<file path="config.mk">
export PLATFORM = sky130hd
export DESIGN_NAME = simon_game_ctrl_flat
export DESIGN_NICKNAME = d
export VERILOG_FILES = /design/src/rtl/simon_pkg.sv /design/src/rtl/simon_game_ctrl_if.sv /design/src/rtl/simon_lfsr8.sv /design/src/rtl/simon_game_ctrl.sv /design/src/flat_wrapper.sv
export SDC_FILE = /design/constraint.sdc
export NUM_CORES = 1
export LEC_CHECK = 0
export BUFFER_PORTS_ARGS = -buffer_cell sky130_fd_sc_hd__clkbuf_2
export CAP_MARGIN = 20
export CORE_ASPECT_RATIO = 0.5
export CORE_UTILIZATION = 60
export CTS_CLUSTER_SIZE = 10
export DETAILED_ROUTE_END_ITERATION = 12
export PLACE_DENSITY = 0.77
export SYNTH_ARGS = -nofsm -noshare
export SYNTH_HDL_FRONTEND = slang
export SYNTH_SLANG_ARGS = --single-unit
</file>
<file path="constraint.sdc">
create_clock -name clk_tick -period 3.3 [get_ports clk_tick]
set_clock_uncertainty 0.05 [all_clocks]
set_input_delay 0.66 -clock clk_tick [delete_from_list [all_inputs] [get_ports clk_tick]]
set_output_delay 0.66 -clock clk_tick [all_outputs]
set_load 0.05 [all_outputs]
</file>
<file path="src/rtl/simon_pkg.sv">
// Shared definitions for the Simon game controller: state encodings,
// default timing parameters, LFSR tap mask and small helpers.
package simon_pkg;

  localparam int N_DEF         = 16;
  localparam int T_ON_DEF      = 4;
  localparam int T_GAP_DEF     = 2;
  localparam int T_TIMEOUT_DEF = 32;

  // Feedback taps for the 8-bit LFSR: bits 7, 5, 4 and 3 are XORed and
  // shifted in at bit 0 while the register shifts left.
  localparam logic [7:0] LFSR_TAPS  = 8'b1011_1000;
  localparam logic [7:0] LFSR_RESET = 8'h01;

  typedef enum logic [2:0] {
    ST_IDLE  = 3'd0,
    ST_GEN   = 3'd1,
    ST_ON    = 3'd2,
    ST_GAP   = 3'd3,
    ST_WAIT  = 3'd4,
    ST_ERROR = 3'd5,
    ST_WIN   = 3'd6
  } state_t;

  // Counter width for a count of 'limit' cycles (0..limit-1), never below 1 bit.
  function automatic int cnt_w(input int limit);
    return (limit > 1) ? $clog2(limit) : 1;
  endfunction

  // Colour code 0..3 to its one-hot LED/button pattern.
  function automatic logic [3:0] colour_onehot(input logic [1:0] c);
    return 4'b0001 << c;
  endfunction

endpackage

</file>
<file path="src/rtl/simon_game_ctrl_if.sv">
// Player-facing signal bundle of the Simon game controller.
// Handshake: there is no back-pressure. start and btn are single-cycle
// pulses sampled on the rising clk_tick edge (btn only matters in WAIT,
// start only in IDLE/ERROR/WIN); seed is sampled with start in IDLE.
// All outputs are registered and change only on the rising edge (or reset).
interface simon_game_ctrl_if;
  logic       start;
  logic [7:0] seed;
  logic [3:0] btn;
  logic [3:0] led;
  logic       error_led;
  logic       win_led;
  logic [4:0] round;
  logic [2:0] state;
  logic       busy;

  modport master (
    output start, seed, btn,
    input  led, error_led, win_led, round, state, busy
  );

  modport slave (
    input  start, seed, btn,
    output led, error_led, win_led, round, state, busy
  );
endinterface

</file>
<file path="src/rtl/simon_lfsr8.sv">
// 8-bit left-shifting Fibonacci LFSR used as the colour source.
// A zero seed would lock the register, so it is replaced by 8'h01.
module simon_lfsr8
  import simon_pkg::*;
(
  input  logic       clk_tick,
  input  logic       reset,
  input  logic       load,
  input  logic [7:0] seed,
  input  logic       advance,
  output logic [7:0] q
);

  // Load has priority over advance; otherwise hold.
  always_ff @(posedge clk_tick or posedge reset) begin
    if (reset) begin
      q <= LFSR_RESET;
    end else if (load) begin
      q <= (seed == 8'h00) ? LFSR_RESET : seed;
    end else if (advance) begin
      q <= {q[6:0], ^(q & LFSR_TAPS)};
    end
  end

endmodule

</file>
<file path="src/rtl/simon_game_ctrl.sv">
// Simon memory game controller: generates an N-step colour sequence from an
// LFSR, plays back the first 'round' steps, then checks the player's presses.
module simon_game_ctrl
  import simon_pkg::*;
#(
  parameter int N         = N_DEF,
  parameter int T_ON      = T_ON_DEF,
  parameter int T_GAP     = T_GAP_DEF,
  parameter int T_TIMEOUT = T_TIMEOUT_DEF
) (
  input  logic              clk_tick,
  input  logic              reset,
  simon_game_ctrl_if.slave  bus
);

  localparam int RND_W = 5;
  localparam int IDX_W = cnt_w(N);
  localparam int ON_W  = cnt_w(T_ON);
  localparam int GAP_W = cnt_w(T_GAP);
  localparam int TO_W  = cnt_w(T_TIMEOUT);

  localparam logic [RND_W-1:0] ONE_R    = RND_W'(1);
  localparam logic [RND_W-1:0] N_R      = RND_W'(N);
  localparam logic [RND_W-1:0] LAST_IDX = RND_W'(N - 1);
  localparam logic [ON_W-1:0]  ON_ONE   = ON_W'(1);
  localparam logic [ON_W-1:0]  ON_LAST  = ON_W'(T_ON - 1);
  localparam logic [GAP_W-1:0] GAP_ONE  = GAP_W'(1);
  localparam logic [GAP_W-1:0] GAP_LAST = GAP_W'(T_GAP - 1);
  localparam logic [TO_W-1:0]  TO_ONE   = TO_W'(1);
  // An idle cycle that would take the timer to T_TIMEOUT-1 is the fatal one.
  localparam logic [TO_W-1:0]  TO_LAST  = TO_W'(T_TIMEOUT - 2);

  state_t           state_q;
  logic [3:0]       led_q;
  logic             error_q;
  logic             win_q;
  logic             busy_q;
  logic [RND_W-1:0] round_q;
  logic [RND_W-1:0] gen_idx;
  logic [RND_W-1:0] play_idx;
  logic [RND_W-1:0] input_idx;
  logic [ON_W-1:0]  on_cnt;
  logic [GAP_W-1:0] gap_cnt;
  logic [TO_W-1:0]  timer;

  logic [1:0]       seq [N];

  logic [7:0]       lfsr_q;
  logic             lfsr_load;
  logic             lfsr_adv;
  logic             lfsr_unused;
  logic [3:0]       btn_exp;
  logic             btn_onehot;

  assign lfsr_load   = (state_q == ST_IDLE) && bus.start;
  assign lfsr_adv    = (state_q == ST_GEN);
  // Only the two low bits pick a colour; the rest is LFSR state.
  assign lfsr_unused = ^lfsr_q[7:2];

  assign btn_exp    = colour_onehot(seq[input_idx[IDX_W-1:0]]);
  assign btn_onehot = (bus.btn != 4'b0000) && ((bus.btn & (bus.btn - 4'd1)) == 4'b0000);

  simon_lfsr8 u_lfsr (
    .clk_tick (clk_tick),
    .reset    (reset),
    .load     (lfsr_load),
    .seed     (bus.seed),
    .advance  (lfsr_adv),
    .q        (lfsr_q)
  );

  // Sequence store: one entry per GEN cycle, contents are don't-care after reset.
  always_ff @(posedge clk_tick) begin
    if (state_q == ST_GEN) begin
      seq[gen_idx[IDX_W-1:0]] <= lfsr_q[1:0];
    end
  end

  // Game FSM with all counters and registered outputs.
  always_ff @(posedge clk_tick or posedge reset) begin
    if (reset) begin
      state_q   <= ST_IDLE;
      led_q     <= 4'b0000;
      error_q   <= 1'b0;
      win_q     <= 1'b0;
      busy_q    <= 1'b0;
      round_q   <= '0;
      gen_idx   <= '0;
      play_idx  <= '0;
      input_idx <= '0;
      on_cnt    <= '0;
      gap_cnt   <= '0;
      timer     <= '0;
    end else begin
      case (state_q)
        ST_IDLE: begin
          if (bus.start) begin
            round_q <= ONE_R;
            gen_idx <= '0;
            busy_q  <= 1'b1;
            state_q <= ST_GEN;
          end
        end

        ST_GEN: begin
          if (gen_idx == LAST_IDX) begin
            // seq[0] was written N-1 cycles ago, so it is safe to show now.
            gen_idx  <= '0;
            play_idx <= '0;
            on_cnt   <= '0;
            led_q    <= colour_onehot(seq[0]);
            state_q  <= ST_ON;
          end else begin
            gen_idx <= gen_idx + ONE_R;
          end
        end

        ST_ON: begin
          if (on_cnt == ON_LAST) begin
            on_cnt   <= '0;
            gap_cnt  <= '0;
            led_q    <= 4'b0000;
            play_idx <= play_idx + ONE_R;
            state_q  <= ST_GAP;
          end else begin
            on_cnt <= on_cnt + ON_ONE;
          end
        end

        ST_GAP: begin
          if (gap_cnt == GAP_LAST) begin
            gap_cnt <= '0;
            if (play_idx < round_q) begin
              on_cnt  <= '0;
              led_q   <= colour_onehot(seq[play_idx[IDX_W-1:0]]);
              state_q <= ST_ON;
            end else begin
              input_idx <= '0;
              timer     <= '0;
              busy_q    <= 1'b0;
              state_q   <= ST_WAIT;
            end
          end else begin
            gap_cnt <= gap_cnt + GAP_ONE;
          end
        end

        ST_WAIT: begin
          if (bus.btn == 4'b0000) begin
            if (timer == TO_LAST) begin
              timer   <= '0;
              error_q <= 1'b1;
              state_q <= ST_ERROR;
            end else begin
              timer <= timer + TO_ONE;
            end
          end else if (btn_onehot && (bus.btn == btn_exp)) begin
            timer <= '0;
            if ((input_idx + ONE_R) == round_q) begin
              input_idx <= '0;
              if (round_q == N_R) begin
                win_q   <= 1'b1;
                led_q   <= 4'b1111;
                state_q <= ST_WIN;
              end else begin
                // Pause one gap before replaying the longer sequence.
                round_q  <= round_q + ONE_R;
                play_idx <= '0;
                gap_cnt  <= '0;
                busy_q   <= 1'b1;
                state_q  <= ST_GAP;
              end
            end else begin
              input_idx <= input_idx + ONE_R;
            end
          end else begin
            timer   <= '0;
            error_q <= 1'b1;
            state_q <= ST_ERROR;
          end
        end

        ST_ERROR, ST_WIN: begin
          // Restart keeps the running LFSR so the next game differs.
          if (bus.start) begin
            error_q <= 1'b0;
            win_q   <= 1'b0;
            led_q   <= 4'b0000;
            round_q <= ONE_R;
            gen_idx <= '0;
            busy_q  <= 1'b1;
            state_q <= ST_GEN;
          end
        end

        default: begin
          state_q <= ST_IDLE;
        end
      endcase
    end
  end

  assign bus.led       = led_q;
  assign bus.error_led = error_q;
  assign bus.win_led   = win_q;
  assign bus.round     = round_q;
  assign bus.state     = state_q;
  assign bus.busy      = busy_q;

endmodule

</file>
<file path="src/flat_wrapper.sv">
// flat-port wrapper written by rule: the top's interface ports become plain ports
module simon_game_ctrl_flat import simon_pkg::*;
#(
  parameter int N         = N_DEF,
  parameter int T_ON      = T_ON_DEF,
  parameter int T_GAP     = T_GAP_DEF,
  parameter int T_TIMEOUT = T_TIMEOUT_DEF
)
  (clk_tick, reset, bus_start, bus_seed, bus_btn, bus_led, bus_error_led, bus_win_led, bus_round, bus_state, bus_busy);
  simon_game_ctrl_if bus_i ();
  input  logic clk_tick;
  input  logic reset;
  input wire logic [$bits(bus_i.start)-1:0] bus_start;
  input wire logic [$bits(bus_i.seed)-1:0] bus_seed;
  input wire logic [$bits(bus_i.btn)-1:0] bus_btn;
  output wire logic [$bits(bus_i.led)-1:0] bus_led;
  output wire logic [$bits(bus_i.error_led)-1:0] bus_error_led;
  output wire logic [$bits(bus_i.win_led)-1:0] bus_win_led;
  output wire logic [$bits(bus_i.round)-1:0] bus_round;
  output wire logic [$bits(bus_i.state)-1:0] bus_state;
  output wire logic [$bits(bus_i.busy)-1:0] bus_busy;
  assign bus_i.start = bus_start;
  assign bus_i.seed = bus_seed;
  assign bus_i.btn = bus_btn;
  assign bus_led = bus_i.led;
  assign bus_error_led = bus_i.error_led;
  assign bus_win_led = bus_i.win_led;
  assign bus_round = bus_i.round;
  assign bus_state = bus_i.state;
  assign bus_busy = bus_i.busy;
  simon_game_ctrl #(.N(N), .T_ON(T_ON), .T_GAP(T_GAP), .T_TIMEOUT(T_TIMEOUT)) u_core (.clk_tick(clk_tick), .reset(reset), .bus(bus_i));
endmodule
</file>
==> results.md <==
* Met3 usage at 0.08071
* Crit path cell chain: mux4_2 -> a22o_1 -> or3_1 -> a22o_1 -> o211ai_2 -> nand2_1 -> a211oi_1 -> mux2_2
* Worst Path Class, Setup: reg -> reg
* Die X at between 100 and 150 um
* Maxcap violations at 0
* Fill count at approximately 500
* Final Cycle Share at 0.9137
* Pleak at between 1.5 and 2 nW
* Die ar. at around 7900 um^2
* CP Max Fanout at 7
* Layout Utilization at 0.7295
* Largest net degree at the start of global routing at between 40 and 50
* Clk buf depth at 2
* Sequential share of the synthesized area at 0.4663
* Met1 usage at 0.4069
* TritonCTS clock tree: yes
* GR peak layer: met2
* Grt ovf at 0
* Worst Max-Slew Pin Slew at approximately 0.62 ns
* Most frequent cells after synthesis: 47 x nand2_1, 45 x dfrtp_1, 37 x nor2_1, 34 x o21ai_0, 32 x edfxtp_1
* DRT iter0 DRCs at 318
* WP buf/inv at 0
* Startpoint types: register
* Biggest cell delay along the critical path at approximately 0.57 ns
* Setup Fix Bufs, Post-CTS at 0
* Hold Buf Count CTS at 0
* Most common cell in the netlist: nand2_1
* Worst Hold Class: in -> async
* Initial Util at 0.6484
* Crit end category: register
* Most used DFF post-synth: dfrtp_1
* Htree depth at 3
* Max Clock Freq at around 0.33 GHz
* Routed vias/inst at between 6 and 7
* Netlist cell types at 60
* GR Layer Usage met2 at 0.4579
* Ports at 30
* Final Critical Period at a little over 3 ns
* Clk network pwr share at 0.203
* CP max stage cell: dfrtp_1
* Worst Path Required at around 3.5 ns
* Die height at approximately 63 um
* Wirelength per Cell at between 15 and 20 um
* Final setup viols at 0
* Post-route DRC at 4
* Final WL at 10800 um
* P_sw at approximately 2.1 mW
* Synth top area cells: dfrtp_1 25%, edfxtp_1 21%, mux4_2 8.0%
* Post-Syn Area at 4532 um^2
* Clock Sinks at 78
* Placed inst area at around 4800 um^2
* Fraction of registers with async set/reset at 0.5897
* DR vias at between 3000 and 4000
* Synth top area share at 0.2485
* CP top delay family: multiplexers
* All-Layer GR Usage at 0.2990
* Synth Net Count at 461
* Multi-input gate area at 2267 um^2
* P_int at ~2.8 mW
* Final GP Congestion at 0.8974
* Register area at between 2000 and 2500 um^2
* Ant. Diodes at 0
* Yosys warning total at 0
* Port-buffer cells at 29
* Power Density at roughly 1000 nW/um^2
* Max-slew violation count at 0
* FF-to-FF setup slack at approximately 0.28 ns
* Mapped Cells at 430
* RSZ-0062 raised after global routing: no
* Area leader, netlist: dfrtp_1
* Clock transition at path regs at 0.06 ns
* First-pass GRT wire length at about 18000 um
* Dpl hpwl at around 8000 um
* NumNets Final at between 400 and 500
* Area growth, synth to finish at 12.51%
* Placed insts at 540
* Outcome: finished with violations
* Clock root cell: clkbuf_16
* CTS Buf Count at 9
* Vias in the first global route at between 3000 and 4000
* Seq cells post-synth at just under 80
* TNS Setup at 0 ns
* VDD IR max at between 0.0005 and 0.0006 V
* Layout cell share with drive strength beyond 1 at 0.1871
* Max_slew headroom at 0.5850
* Crit path DAT at around 3.2 ns
* Finished Cell Area at between 5000 and 6000 um^2
* Finished Layout Cells at between 500 and 600
* Share of total power in sequential cells at 0.334
* Hold Vio Cnt, Final at 0
* EDFF count, synth at 32
* Switching share of power at 0.4306
* DRT Pass-1 Iters at 8
* Placeable Area at 6989 um^2
* Avg Cell Area, Syn at ~11 um^2
* Combinational share of power at 0.463
* Clk_lat worst skew at between 0.3 and 0.4 ns
* Antenna Violating Nets Remaining at 0
* Cell Rows at 21
* Most frequent CP cell: a22o_1
* Failing checks: DRC
* Number of antenna violations at the first check in global routing at 0
## final timing paths
check	start	to	depth (start not counted)
max reg2reg	u_core.input_idx[0]$_DFFE_PP0P_	u_core.bus.busy$_DFFE_PP0P_	8
min in group clk_tick	u_core.timer[4]$_DFFE_PP0P_	u_core.timer[4]$_DFFE_PP0P_	1
max in group asynchronous	reset	u_core.bus.state[0]$_DFFE_PP0P_	3
min reg2reg	u_core.timer[4]$_DFFE_PP0P_	u_core.timer[4]$_DFFE_PP0P_	1
max	u_core.input_idx[0]$_DFFE_PP0P_	u_core.bus.busy$_DFFE_PP0P_	8
min	reset	u_core.u_lfsr.q[5]$_DFFE_PP0P_	2
## power by group through the flow
stage / clock network [mW] / registers, mW / logic (mW)
2_1_floorplan: 0 / 1.72 / 1.58
3_3_place_gp: 0 / 1.65 / 2.18
3_5_place_dp: 0 / 1.67 / 2.26
4_1_cts: 1.03 / 1.66 / 2.27
5_1_grt: 1.06 / 1.71 / 2.51
6_report: 1.02 / 1.66 / 2.31
## cells by family (layout without fill, tap and decap cells)
| family | after synthesis | after routing | share of synthesized area |
|---|---|---|---|
| compound gates | 103 | 103 | 0.1530 |
| buf+inv | 36 | 71 | 0.03478 |
| simple gates | 154 | 154 | 0.1629 |
| fa+ha+maj | 16 | 16 | 0.04583 |
| flops | 78 | 78 | 0.4663 |
| mux | 32 | 32 | 0.1160 |
| xor+xnor | 11 | 11 | 0.02126 |
## worst register-to-register path, delay by kind of cell (launching register included)
kind	cells	cell delay, ns
flip-flops	1	0.57
multiplexers	2	0.93
AND/OR/NAND/NOR	2	0.48
AO/OA/AOI/OAI	4	0.87
## metal layers
layer | vias up | share of wire
li1 | 1669 | -
met1 | 1752 | 0.44
met2 | 170 | 0.45
met3 | 29 | 0.084
met4 | 0 | 0.028
met5 | - | 0
## cell type report
type | instances | share of cell area
clock buffers | 9 | 0.04417
clock inverters | 7 | 0.01595
inverters | 15 | 0.01104
multi-input cells | 316 | 0.4447
flip-flops and latches | 78 | 0.4145
well taps | 92 | 0.02258
repair buffers | 40 | 0.04712
## stage by stage
step                      hold WS [ns]  total power, mW  worst slack, ns
final                           0.1562            4.990           0.2848
after global routing            0.1659            5.279          0.06938
after CTS                       0.4438            4.955           0.2988
after detailed placement        0.4355            3.933           0.3153
after global placement          0.4233            3.837           0.3839
after floorplan                 0.3949            3.299           0.5165
## cells in the final DEF, fill, tap and decap left out, drive strengths merged, types with 4 or more instances in the layout
master	count
a21o	7
o21ai	34
a22o	6
nor2b	10
and2	4
clkbuf	38
buf	11
nor2	37
edfxtp	32
a21oi	13
ha	15
nor3	14
mux4	16
mux2i	12
nand3	12
o31ai	7
xnor2	8
inv	17
nand2b	6
mux2	4
a22oi	4
a31oi	5
nand2	47
nand4	8
dfrtp	45
## registers in the layout, summed over array words and instances, names as in the netlist
| signal | cells |
|---|---|
| u_core.play_idx | 5 |
| u_core.input_idx | 5 |
| u_core.timer | 5 |
| u_core.gen_idx | 5 |
| u_core.bus.led | 4 |
| u_core.bus.busy | 1 |
| u_core.bus.error_led | 1 |
| u_core.bus.state | 3 |
| u_core.bus.round | 5 |
| u_core.on_cnt | 2 |
| u_core.seq | 32 |
| u_core.gap_cnt | 1 |
| u_core.bus.win_led | 1 |
| u_core.u_lfsr.q | 8 |
## repair_timing
action                     4_1_cts  5_1_grt
gates resized for setup          0        1
hold endpoints to repair         0        0
setup endpoints to repair        0        1
Note: power is estimated with default switching activity, not from simulation.
